File: src/rtl/jzjpcc_mmio_uart_tx_if.sv
// rtl/jzjpcc_mmio_uart_tx_if.sv - MMIO command/status word pair and serial line of the UART transmitter
interface jzjpcc_mmio_uart_tx_if;
  logic [31:0] mmioCommand;
  logic [31:0] mmioStatus;
  logic        txd;

  // Core side: writes the command word, reads status and observes the line
  modport master (
    output mmioCommand,
    input  mmioStatus,
    input  txd
  );

  // Peripheral side: the transmitter itself
  modport slave (
    input  mmioCommand,
    output mmioStatus,
    output txd
  );
endinterface

File: src/rtl/jzjpcc_mmio_uart_tx.sv
// rtl/jzjpcc_mmio_uart_tx.sv - toggle-handshaked MMIO UART transmitter with byte FIFO, 8N1 LSB first
module jzjpcc_mmio_uart_tx #(
  parameter int CLOCKS_PER_BIT  = 868,
  parameter int FIFO_DEPTH_LOG2 = 3
) (
  input logic                  clock,
  input logic                  reset,
  jzjpcc_mmio_uart_tx_if.slave bus
);

  localparam int DEPTH = 1 << FIFO_DEPTH_LOG2;
  localparam int BW    = (CLOCKS_PER_BIT > 1) ? $clog2(CLOCKS_PER_BIT) : 1;
  localparam logic [BW-1:0]              BAUD_LAST  = BW'(CLOCKS_PER_BIT - 1);
  localparam logic [FIFO_DEPTH_LOG2:0]   COUNT_FULL = (FIFO_DEPTH_LOG2 + 1)'(DEPTH);

  typedef enum logic [1:0] {
    IDLE  = 2'd0,
    START = 2'd1,
    DATA  = 2'd2,
    STOP  = 2'd3
  } state_t;

  state_t state, state_d;

  logic                       push_seen, clr_seen, overflow;
  logic [7:0]                 mem [DEPTH];
  logic [FIFO_DEPTH_LOG2-1:0] wr_ptr, rd_ptr;
  logic [FIFO_DEPTH_LOG2:0]   count;
  logic [7:0]                 shift, shift_d;
  logic [2:0]                 bit_idx, bit_idx_d;
  logic [BW-1:0]              baud, baud_d;
  logic                       txd_q, txd_d;
  logic                       pop, accept;
  logic                       push_req, clr_req;
  logic                       fifo_full, fifo_empty, baud_tc;
  logic [31:0]                status;
  logic                       unused_cmd_bits;

  // A flipped toggle bit, relative to what was last seen, is a new request
  assign push_req   = bus.mmioCommand[8] != push_seen;
  assign clr_req    = bus.mmioCommand[9] != clr_seen;
  assign fifo_full  = count == COUNT_FULL;
  assign fifo_empty = count == '0;
  assign baud_tc    = baud == BAUD_LAST;
  // A full FIFO still takes a byte when the shifter frees a slot on the same edge
  assign accept     = push_req && (!fifo_full || pop);
  assign unused_cmd_bits = ^bus.mmioCommand[31:10];

  // FSM state register
  always_ff @(posedge clock or negedge reset) begin
    if (!reset) state <= IDLE;
    else        state <= state_d;
  end

  // FSM next state: STOP chains straight into START when more bytes are queued
  always_comb begin
    state_d = state;
    case (state)
      IDLE:    if (!fifo_empty) state_d = START;
      START:   if (baud_tc) state_d = DATA;
      DATA:    if (baud_tc && bit_idx == 3'd7) state_d = STOP;
      STOP:    if (baud_tc) state_d = fifo_empty ? IDLE : START;
      default: state_d = IDLE;
    endcase
  end

  // FSM outputs: pop, shifter/counter updates and the next line level
  always_comb begin
    pop       = 1'b0;
    shift_d   = shift;
    bit_idx_d = bit_idx;
    baud_d    = baud_tc ? '0 : baud + BW'(1);
    case (state)
      IDLE: begin
        baud_d = '0;
        if (!fifo_empty) begin
          pop     = 1'b1;
          shift_d = mem[rd_ptr];
        end
      end
      START: begin
        if (baud_tc) bit_idx_d = '0;
      end
      DATA: begin
        if (baud_tc) begin
          shift_d   = {1'b0, shift[7:1]};
          bit_idx_d = bit_idx + 3'd1;
        end
      end
      STOP: begin
        if (baud_tc && !fifo_empty) begin
          pop     = 1'b1;
          shift_d = mem[rd_ptr];
        end
      end
      default: ;
    endcase
    // Line level follows the state being entered so txd leaves a flop
    txd_d = (state_d == DATA) ? shift_d[0] : (state_d != START);
  end

  // Datapath, FIFO bookkeeping and handshake registers
  always_ff @(posedge clock or negedge reset) begin
    if (!reset) begin
      shift     <= '0;
      bit_idx   <= '0;
      baud      <= '0;
      txd_q     <= 1'b1;
      push_seen <= 1'b0;
      clr_seen  <= 1'b0;
      overflow  <= 1'b0;
      wr_ptr    <= '0;
      rd_ptr    <= '0;
      count     <= '0;
    end else begin
      shift     <= shift_d;
      bit_idx   <= bit_idx_d;
      baud      <= baud_d;
      txd_q     <= txd_d;
      push_seen <= bus.mmioCommand[8];
      clr_seen  <= bus.mmioCommand[9];
      // A dropped byte on the same edge as a clear leaves overflow set
      if (push_req && !accept) overflow <= 1'b1;
      else if (clr_req)        overflow <= 1'b0;
      if (accept) wr_ptr <= wr_ptr + 1'b1;
      if (pop)    rd_ptr <= rd_ptr + 1'b1;
      case ({accept, pop})
        2'b10:   count <= count + 1'b1;
        2'b01:   count <= count - 1'b1;
        default: count <= count;
      endcase
    end
  end

  // FIFO storage; contents need no reset since count gates every read
  always_ff @(posedge clock) begin
    if (accept) mem[wr_ptr] <= bus.mmioCommand[7:0];
  end

  // Status word assembled directly from registers
  always_comb begin
    status                           = '0;
    status[0]                        = push_seen;
    status[1]                        = fifo_full;
    status[2]                        = fifo_empty;
    status[3]                        = state != IDLE;
    status[4]                        = overflow;
    status[8+FIFO_DEPTH_LOG2:8]      = count;
  end

  assign bus.mmioStatus = status;
  assign bus.txd        = txd_q;

endmodule

File: src/flat_wrapper.sv
// flat-port wrapper written by rule: the top's interface ports become plain ports
module jzjpcc_mmio_uart_tx_flat 
#(
  parameter int CLOCKS_PER_BIT  = 868,
  parameter int FIFO_DEPTH_LOG2 = 3
)
  (clock, reset, bus_mmioCommand, bus_mmioStatus, bus_txd);
  jzjpcc_mmio_uart_tx_if bus_i ();
  input logic clock;
  input logic reset;
  input wire logic [$bits(bus_i.mmioCommand)-1:0] bus_mmioCommand;
  output wire logic [$bits(bus_i.mmioStatus)-1:0] bus_mmioStatus;
  output wire logic [$bits(bus_i.txd)-1:0] bus_txd;
  assign bus_i.mmioCommand = bus_mmioCommand;
  assign bus_mmioStatus = bus_i.mmioStatus;
  assign bus_txd = bus_i.txd;
  jzjpcc_mmio_uart_tx #(.CLOCKS_PER_BIT(CLOCKS_PER_BIT), .FIFO_DEPTH_LOG2(FIFO_DEPTH_LOG2)) u_core (.clock(clock), .reset(reset), .bus(bus_i));
endmodule
File: config.mk
export PLATFORM = sky130hd
export DESIGN_NAME = jzjpcc_mmio_uart_tx_flat
export DESIGN_NICKNAME = d
export VERILOG_FILES = /design/src/rtl/jzjpcc_mmio_uart_tx_if.sv /design/src/rtl/jzjpcc_mmio_uart_tx.sv /design/src/flat_wrapper.sv
export SDC_FILE = /design/constraint.sdc
export NUM_CORES = 1
export LEC_CHECK = 0
export CAP_MARGIN = 20
export CORE_AREA = 2 2 121 123
export CTS_CLUSTER_DIAMETER = 150
export DETAILED_ROUTE_END_ITERATION = 6
export DIE_AREA = 0 0 123 125
export MAX_ROUTING_LAYER = met4
export PLACE_DENSITY_LB_ADDON = 0.2
export SLEW_MARGIN = 20
export SYNTH_ARGS = -nofsm -noshare
export SYNTH_HDL_FRONTEND = slang
export SYNTH_SLANG_ARGS = --single-unit
File: constraint.sdc
create_clock -name clock -period 3.93 [get_ports clock]
set_clock_uncertainty 0.05 [all_clocks]
set_input_delay 0.5895 -clock clock [delete_from_list [all_inputs] [get_ports clock]]
set_output_delay 0.5895 -clock clock [all_outputs]
set_load 0.03 [all_outputs]
Word-level counts from Yosys, hierarchy flattened
Memory sizes are Yosys's and may differ from the RTL's.
Index checks and enable logic that the tools add are counted.
{ "op_classes": {"add_sub_neg": 6, "eq_ne": 16, "n_mux": 24, "n_reduce_logical": 17} }
{ "ops": {"columns": ["operator", "n"], "rows": [
  ["two-way mux 8 bit", 3],
  ["one-hot mux 8 bit (3 select lines)", 1],
  ["two-way mux 10 bit", 2],
  ["adder 10 x 1 -> 10 bit, second input constant", 1],
  ["equality test 10 bit, second input constant", 1],
  ["adder 3 x 1 -> 3 bit, second input constant", 3],
  ["equality test 2 bit, second input constant", 4],
  ["two-way mux 1 bit", 8],
  ["two-way mux 2 bit", 4],
  ["inequality test 2 x 1 -> 1 bit, second input constant", 4],
  ["one-hot mux 2 bit (4 select lines)", 1],
  ["one-hot mux 4 bit (2 select lines)", 1],
  ["nonzero test 2 bit", 4],
  ["two-way mux 3 bit", 2],
  ["one-hot mux 3 bit (2 select lines)", 1],
  ["adder 4 x 1 -> 4 bit, second input constant", 1],
  ["equality test 2 x 1 -> 1 bit, second input constant", 2],
  ["equality test 4 bit, second input constant", 1],
  ["logical AND 1 bit", 4],
  ["logical NOT 4 bit", 1],
  ["AND reduction 4 bit", 1],
  ["subtractor 4 x 1 -> 4 bit, second input constant", 1],
  ["equality test 3 bit, second input constant", 1],
  ["logical NOT 1 bit", 3],
  ["7 further kinds", 8]
]} }
{ "totals": {"regBits": 37, "ramBits": 64, "inputBits": 34, "wordCells": 76, "n_memories": 1} }
{ "memory_table": {"columns": ["name", "depth", "width", "read_ports", "rd_clocked_by_memory_dff", "write_ports", "line_no", "source"], "rows": [
  ["u_core.mem", 8, 8, 1, 0, 1, "jzjpcc_mmio_uart_tx.sv:26", "logic [7:0] mem [DEPTH];"]
]} }

Depth between registers and ports, before layout
{ "depth": {"word_depth": 10, "mapped_depth": 13, "mapped_depth_nobuf": 13} }

Least setup slack after synthesis
OpenSTA, ideal clock, no wires.
{ "synth_path": {"path_kind": "register -> register", "start": "reg u_core.state[0]", "end": "mem u_core.mem[1][0] (enable)", "setup_time_ns": 0.383, "arrival_ns": 2.320, "required_time_ns": 3.497, "path_slack_ns": 1.177, "path_stages_with_launch": 7, "n_path_buf": 0, "period_less_slack_ns": 2.753, "cell_sequence": "dfrtp_1 -> ha_1 -> and4bb_2 -> a31oi_2 -> o41ai_4 -> nand2_1 -> nor3_1"} }
{ "synth_between": {"elab_chain_len": 6, "elab_cells_between_ends": 7} }
{ "synth_lines": {"columns": ["element", "line_no", "source"], "rows": [
  ["start, declared", "jzjpcc_mmio_uart_tx.sv:23", "state_t state, state_d;"],
  ["start signal, assigned", "jzjpcc_mmio_uart_tx.sv:52", "else state <= state_d;"],
  ["equality test 2 bit or logical NOT 2 bit (tied branches)", "jzjpcc_mmio_uart_tx.sv:73", "case (state)"],
  ["one-hot mux 1 bit (2 select lines) (*)", "jzjpcc_mmio_uart_tx.sv:73", null],
  ["logical OR 1 bit (*)", "jzjpcc_mmio_uart_tx.sv:46", "assign accept = push_req && (!fifo_full || pop);"],
  ["logical AND 1 bit (*)", "jzjpcc_mmio_uart_tx.sv:46", null],
  ["two-way mux 1 bit (*)", "jzjpcc_mmio_uart_tx.sv:137", "if (accept) mem[wr_ptr] <= bus.mmioCommand[7:0];"],
  ["two-way mux 1 bit (implied by the code) (*)", "jzjpcc_mmio_uart_tx.sv:137", null],
  ["end, declared", "jzjpcc_mmio_uart_tx.sv:26", null]
]} }
Every way passes the cells marked *; elsewhere a longest branch is shown, timed or not.

Final worst setup path
{ "layout_path": {"start": "reg u_core.count[0]", "end": "out bus_mmioStatus[2]"} }
{ "layout_between": {"elab_chain_len": 1} }
{ "layout_lines": {"columns": ["element", "line_no", "source"], "rows": [
  ["start, declared", "jzjpcc_mmio_uart_tx.sv:28", "logic [FIFO_DEPTH_LOG2:0] count;"],
  ["start signal, assigned", "jzjpcc_mmio_uart_tx.sv:128", "2'b10: count <= count + 1'b1;"],
  ["start signal, assigned", "jzjpcc_mmio_uart_tx.sv:129", "2'b01: count <= count - 1'b1;"],
  ["start signal, assigned", "jzjpcc_mmio_uart_tx.sv:130", "default: count <= count;"],
  ["logical NOT 4 bit", "jzjpcc_mmio_uart_tx.sv:43", "assign fifo_empty = count == '0;"],
  ["end, declared", "flat_wrapper.sv:12", "output wire logic [$bits(bus_i.mmioStatus)-1:0] bus_mmioStatus;"]
]} }
Every way passes these cells.

==> metrics.txt <==
status finished, final reports clean; worst endpoint data arrival time 2.42 ns; total placed instance area 5150 um2; Clock Latency Late Sink 0.35 ns; Synth Warn # 0; Post-Synth XOR/XNOR Area 0.0328; number of CTS-inserted buffers 9; VDD IR max 304 uV; Critical Path RT 3.29 ns; max-slew violation count 0; post-synthesis cell count 324; drt first pass iters 5; Syn Area/Cell 14.9 um2; Sw Share 0.292; complex-gate fraction of the synthesized area 0.0801; gpl congestion 0.724; Least-Margin Pin Slew 0.871 ns; Max-slew headroom 0.419; final instance area 5450 um2; row cnt 44; Largest stage delay, worst path 0.79 ns; switching pwr 800 uW; sequence of cells on the critical path or4_1, clkinv_8, clkdlybuf4s50_1; Worst Hold Class input pin to asynchronous set/reset pin; internal power 1940 uW; Period minus WS final 3.06 ns; Synth-to-Final Area Change 13.2%; port buffer count 21; DRT iter0 DRCs 184; fin util 0.384; Clk network pwr share 0.316; Sequential Power Share 0.497; Die H 125 um; Post-layout nets 400; ys async rst share 0.366; pwr/cell area 504 nW/um2; clock buffer depth 2; EDFF count, synth 64; pre-CTS setup slack 1.04 ns; routed wire length 9050 um; GRT Overall Usage 0.134; # hold bufs at CTS 0; Max-Cap Viols 0; final hold vios 0; clk sinks 101; final period utilization 0.778; dpl hpwl 5920 um; Initial Util 0.339; Synth cell types 65; top_reg_cell synth edfxtp_1; met1 wire length 4130 um; Via Count 2,586; Synth Cell Area 4810 um2; antenna viol nets, final 0; CTS tree done; Hold WS 0.307 ns; Worst Setup Path Type register to output pin; Post-route DRC 0; unrepaired setup endpoints after global routing no; ant diodes 0; IO Count 67; Clock Pin Slew Worst Setup and Hold Paths 0.07 ns; Setup Fix Bufs, Post-CTS 0; fillers 1,335; met2 WL post-DR 4490 um; Simple-Gate Fraction of Synth Area 0.0816; Setup-failing EPs final 0; post-route setup slack 0.871 ns; Met3 Routed Length 298 um; cts repair resizes 0; vias in the first global route 2,698; Leakage 0.00206 uW; root buf cell clkbuf_16; Max stage delay cell, worst path or4_1; global-route wire length before repair 14,800 um; power share of the combinational group 0.187; Core Box Area 14,200 um2; H-tree Lvls 3; startpoint types register; Worst Setup End Kind output pin; share of cells above drive strength 1 0.190; register bit total from synthesis 101; Worst Path Max Fanout 8; top sig layer met4; register area share after synthesis 0.592; Horiz. Die Dim 123 um; vias per inst 4.78; f_max 327 MHz; die area 15,400 um2; wire length per cell 16.7 um; initial antenna violation count 0; largest net degree at the start of global routing 38; reg2reg path depth 11; Adder-Cell Fraction of Synth Area 0.0380; setup TNS 0 ns; main combinational cell family by area after synthesis multiplexers; total congestion overflow 0; mux contribution to synthesized area 0.112
## flip-flops by register name, summed over array words and instances (netlist names), 2 cells and up
name / flops
u_core.baud: 10
u_core.bit_idx: 3
u_core.count: 4
u_core.mem: 64
u_core.rd_ptr: 3
u_core.shift: 8
u_core.state: 2
u_core.wr_ptr: 3
## power groups by stage
stage	clock, uW	combinational [uW]	sequential, uW
after global placement	0	512	1380
after global routing	950	569	1380
after CTS	908	526	1370
after detailed placement	0	524	1390
after floorplan	0	327	1410
final	868	513	1360
## cells in the mapped netlist, drive strengths merged, types with 6 or more instances
cell,instances,area share
edfxtp,64,0.40
dfrtp,36,0.19
buf,33,0.050
nor2,26,0.021
mux4,16,0.075
nand2,15,0.012
ha,13,0.034
xnor2,12,0.022
inv,9,0.0070
mux2i,9,0.019
a22o,8,0.015
mux2,7,0.019
nand3,6,0.0062
o31ai,6,0.0094
xor2,6,0.011
## area by class of cell
cell class	instances	area (um2)	share of cell area
clock buffers	9	225	0.0413
clock inverters	7	68.8	0.0126
inverters	10	50.0	0.00918
multi-input cells	199	1750	0.320
flip-flops and latches	101	2850	0.523
well taps	184	230	0.0423
repair buffers	31	280	0.0514
## critical path, delay by kind of cell (launching register included)
| kind | cells | cell delay [ns] |
|---|---|---|
| and+or+nand+nor | 1 | 0.79 |
| buffers and inverters | 2 | 0.84 |
| DFF | 1 | 0.44 |
## per-layer routing
metal,track usage,up-vias
met5,-,-
met1,0.168,1319
met2,0.210,43
li1,-,1216
met3,0.0360,8
met4,0.0441,0
## logic make-up after synthesis
family | count (synthesis)
other cells | 1
simple gates | 75
compound gates | 37
mux | 32
buf+inv | 46
flops | 101
fa+ha+maj | 14
xor+xnor | 18
## cells in the final DEF (no fill, tap or decap), types with 10 or more instances in the layout
| cell type | count |
|---|---|
| clkdlybuf4s50_1 | 20 |
| conb_1 | 23 |
| xnor2_1 | 12 |
| nor2_1 | 24 |
| edfxtp_1 | 64 |
| buf_4 | 10 |
| mux4_2 | 16 |
| ha_1 | 13 |
| nand2_1 | 14 |
| dfrtp_1 | 36 |
## worst paths after layout
path	startpoint	endpoint	slack [ns]
worst max-delay path	u_core.count[0]$_DFFE_PN0P_	bus_mmioStatus[2]	0.87
worst min-delay path	reset	u_core.count[3]$_DFFE_PN0P_	0.31
worst max register to register	u_core.count[0]$_DFFE_PN0P_	u_core.count[3]$_DFFE_PN0P_	1.02
worst min register to register	u_core.shift[7]$_DFFE_PN0P_	u_core.shift[7]$_DFFE_PN0P_	0.44
max in group asynchronous	reset	u_core.shift[4]$_DFFE_PN0P_	2.98
min in group clock	u_core.shift[7]$_DFFE_PN0P_	u_core.shift[7]$_DFFE_PN0P_	0.44
## stage by stage
stage	cells	power, uW
2_1_floorplan	346	1740
3_3_place_gp	525	1890
3_5_place_dp	525	1910
4_1_cts	541	2800
5_1_grt	541	2900
6_report	541	2740
No activity file was read; power rests on OpenSTA's default activity.
==> variant: new RTL, same settings <==
`FIFO_DEPTH_LOG2` is set to 3 in 2 places; all go to 4.
--- a/src/rtl/jzjpcc_mmio_uart_tx.sv
+++ b/src/rtl/jzjpcc_mmio_uart_tx.sv
@@ -1,7 +1,7 @@
 // rtl/jzjpcc_mmio_uart_tx.sv - toggle-handshaked MMIO UART transmitter with byte FIFO, 8N1 LSB first
 module jzjpcc_mmio_uart_tx #(
   parameter int CLOCKS_PER_BIT  = 868,
-  parameter int FIFO_DEPTH_LOG2 = 3
+  parameter int FIFO_DEPTH_LOG2 = 4
 ) (
   input logic                  clock,
   input logic                  reset,
--- a/src/flat_wrapper.sv
+++ b/src/flat_wrapper.sv
@@ -2,7 +2,7 @@
 module jzjpcc_mmio_uart_tx_flat 
 #(
   parameter int CLOCKS_PER_BIT  = 868,
-  parameter int FIFO_DEPTH_LOG2 = 3
+  parameter int FIFO_DEPTH_LOG2 = 4
 )
   (clock, reset, bus_mmioCommand, bus_mmioStatus, bus_txd);
   jzjpcc_mmio_uart_tx_if bus_i ();
Behaviour: not the same (a bounded check fails within 10 cycles, from zero or initial values and one cycle with reset low).
==> variant against the unedited design <==
Critical endpoint is now u_core.count[4]. Sequential share of layout area is 5.8 points higher. Area after synthesis is 54% higher. Via count is 56% higher. Fmax is 11% lower. Cell area increased by 53%. Power increased by 59%. Worst setup slack got worse by 380 ps. Critical path depth rose by 11. Sequential cell count is 67 higher. Synthesized cell count increased by 47%. Wire length increased by 50%. Clock power grew 74%. Utilization up 20 points.
==> variant: results (changes against the unedited design) <==
stage;metric;value;unit;change
run_status;status;completed;;
global_routing;globalRouteMet2Util;32.3;%;+11 points
yosys;yosysSeqAreaShare;65.5;%;+6.3 points
global_routing;grt.met1_usage;25.2;%;+8.5 points
setup_path;critical-path-slowest-cell;sky130_fd_sc_hd__nor4_2;;
clock_network;htree_levels;4;;+1
detailed_routing;vias;4043;;+56%
pwr;worst_ir_drop_vdd;0.000390;V;+28%
placement;pre_cts_setup_slack;511;ps;-529 ps
global_routing;grt_util_all_layers;19.9;%;+6.5 points
global_routing;grt_pass1_wl;21800;um;+48%
placement;numPortBuffers;22;;+4.8%
setup_path;reg2reg_from;u_core.count[1];;
final_layout;top_regs;u_core.mem x128, u_core.baud x10, u_core.shift x8;;
yosys;yosysUniqueCellTypes;55;;-15%
yosys;ys_top_cells_by_area;sky130_fd_sc_hd__edfxtp_1, sky130_fd_sc_hd__dfrtp_1, sky130_fd_sc_hd__mux4_2;;
global_routing;grt_util_met3;4.20;%;+0.59 points
final_layout;nFillCells;1094;;-18%
detailed_routing;routedLengthMet1;6000;um;+45%
setup_path;worst-path-max-fanout;10;;+2
final_layout;final_net_count;566;;+42%
yosys;synth-adder-area-share;3.14;%;-0.65 points
timing;finalWorstSetupSlack;486;ps;-385 ps
setup_path;worstSetupEndpoint;u_core.count[4];;
global_routing;first_global_vias;4099;;+52%
clock_network;num_cts_buffers;17;;+8
placement;dp_hpwl;8980;um;+52%
clock_network;clock_sinks;168;;+66%
timing;fin_worst_hold_slack;245;ps;-61.4 ps
placement;dpl_cell_area;0.00781;mm^2;+52%
detailed_routing;detail_route_met2_wl;6930;um;+54%
detailed_routing;met3_routed_length;468;um;+57%
pwr;cellLeakagePower;3.01;nW;+46%
setup_path;worstPathArrival;3750;ps;+1330 ps
## variant: cell count changes in the layout (fill, tap and decap cells not counted), sizes merged, moves of 6 or more
cell / unedited run / this run
clkbuf: 9 / 19
nand2: 15 / 32
mux4: 16 / 33
a21oi: 1 / 19
a22oi: 1 / 9
edfxtp: 64 / 128
o21ai: 1 / 20
a22o: 8 / 1
nor2b: 1 / 7
buf: 11 / 22
## variant: area by class of cell
| class | count | share of cell area [%] |
|---|---|---|
| Clock buffer | 19 | 5.18 |
| Clock inverter | 13 | 1.29 |
| Inverter | 12 | 0.539 |
| Multi-Input combinational cell | 272 | 27.6 |
| Sequential cell | 168 | 58.0 |
| Tap cell | 184 | 2.76 |
| Timing Repair Buffer | 43 | 4.61 |
## variant: power breakdown
| part | switching (mW) | leakage [nW] | internal [mW] |
|---|---|---|---|
| Clock | 0.647 | 0.256 | 0.863 |
| Combinational | 0.395 | 1.11 | 0.252 |
| Sequential | 0.103 | 1.65 | 2.10 |
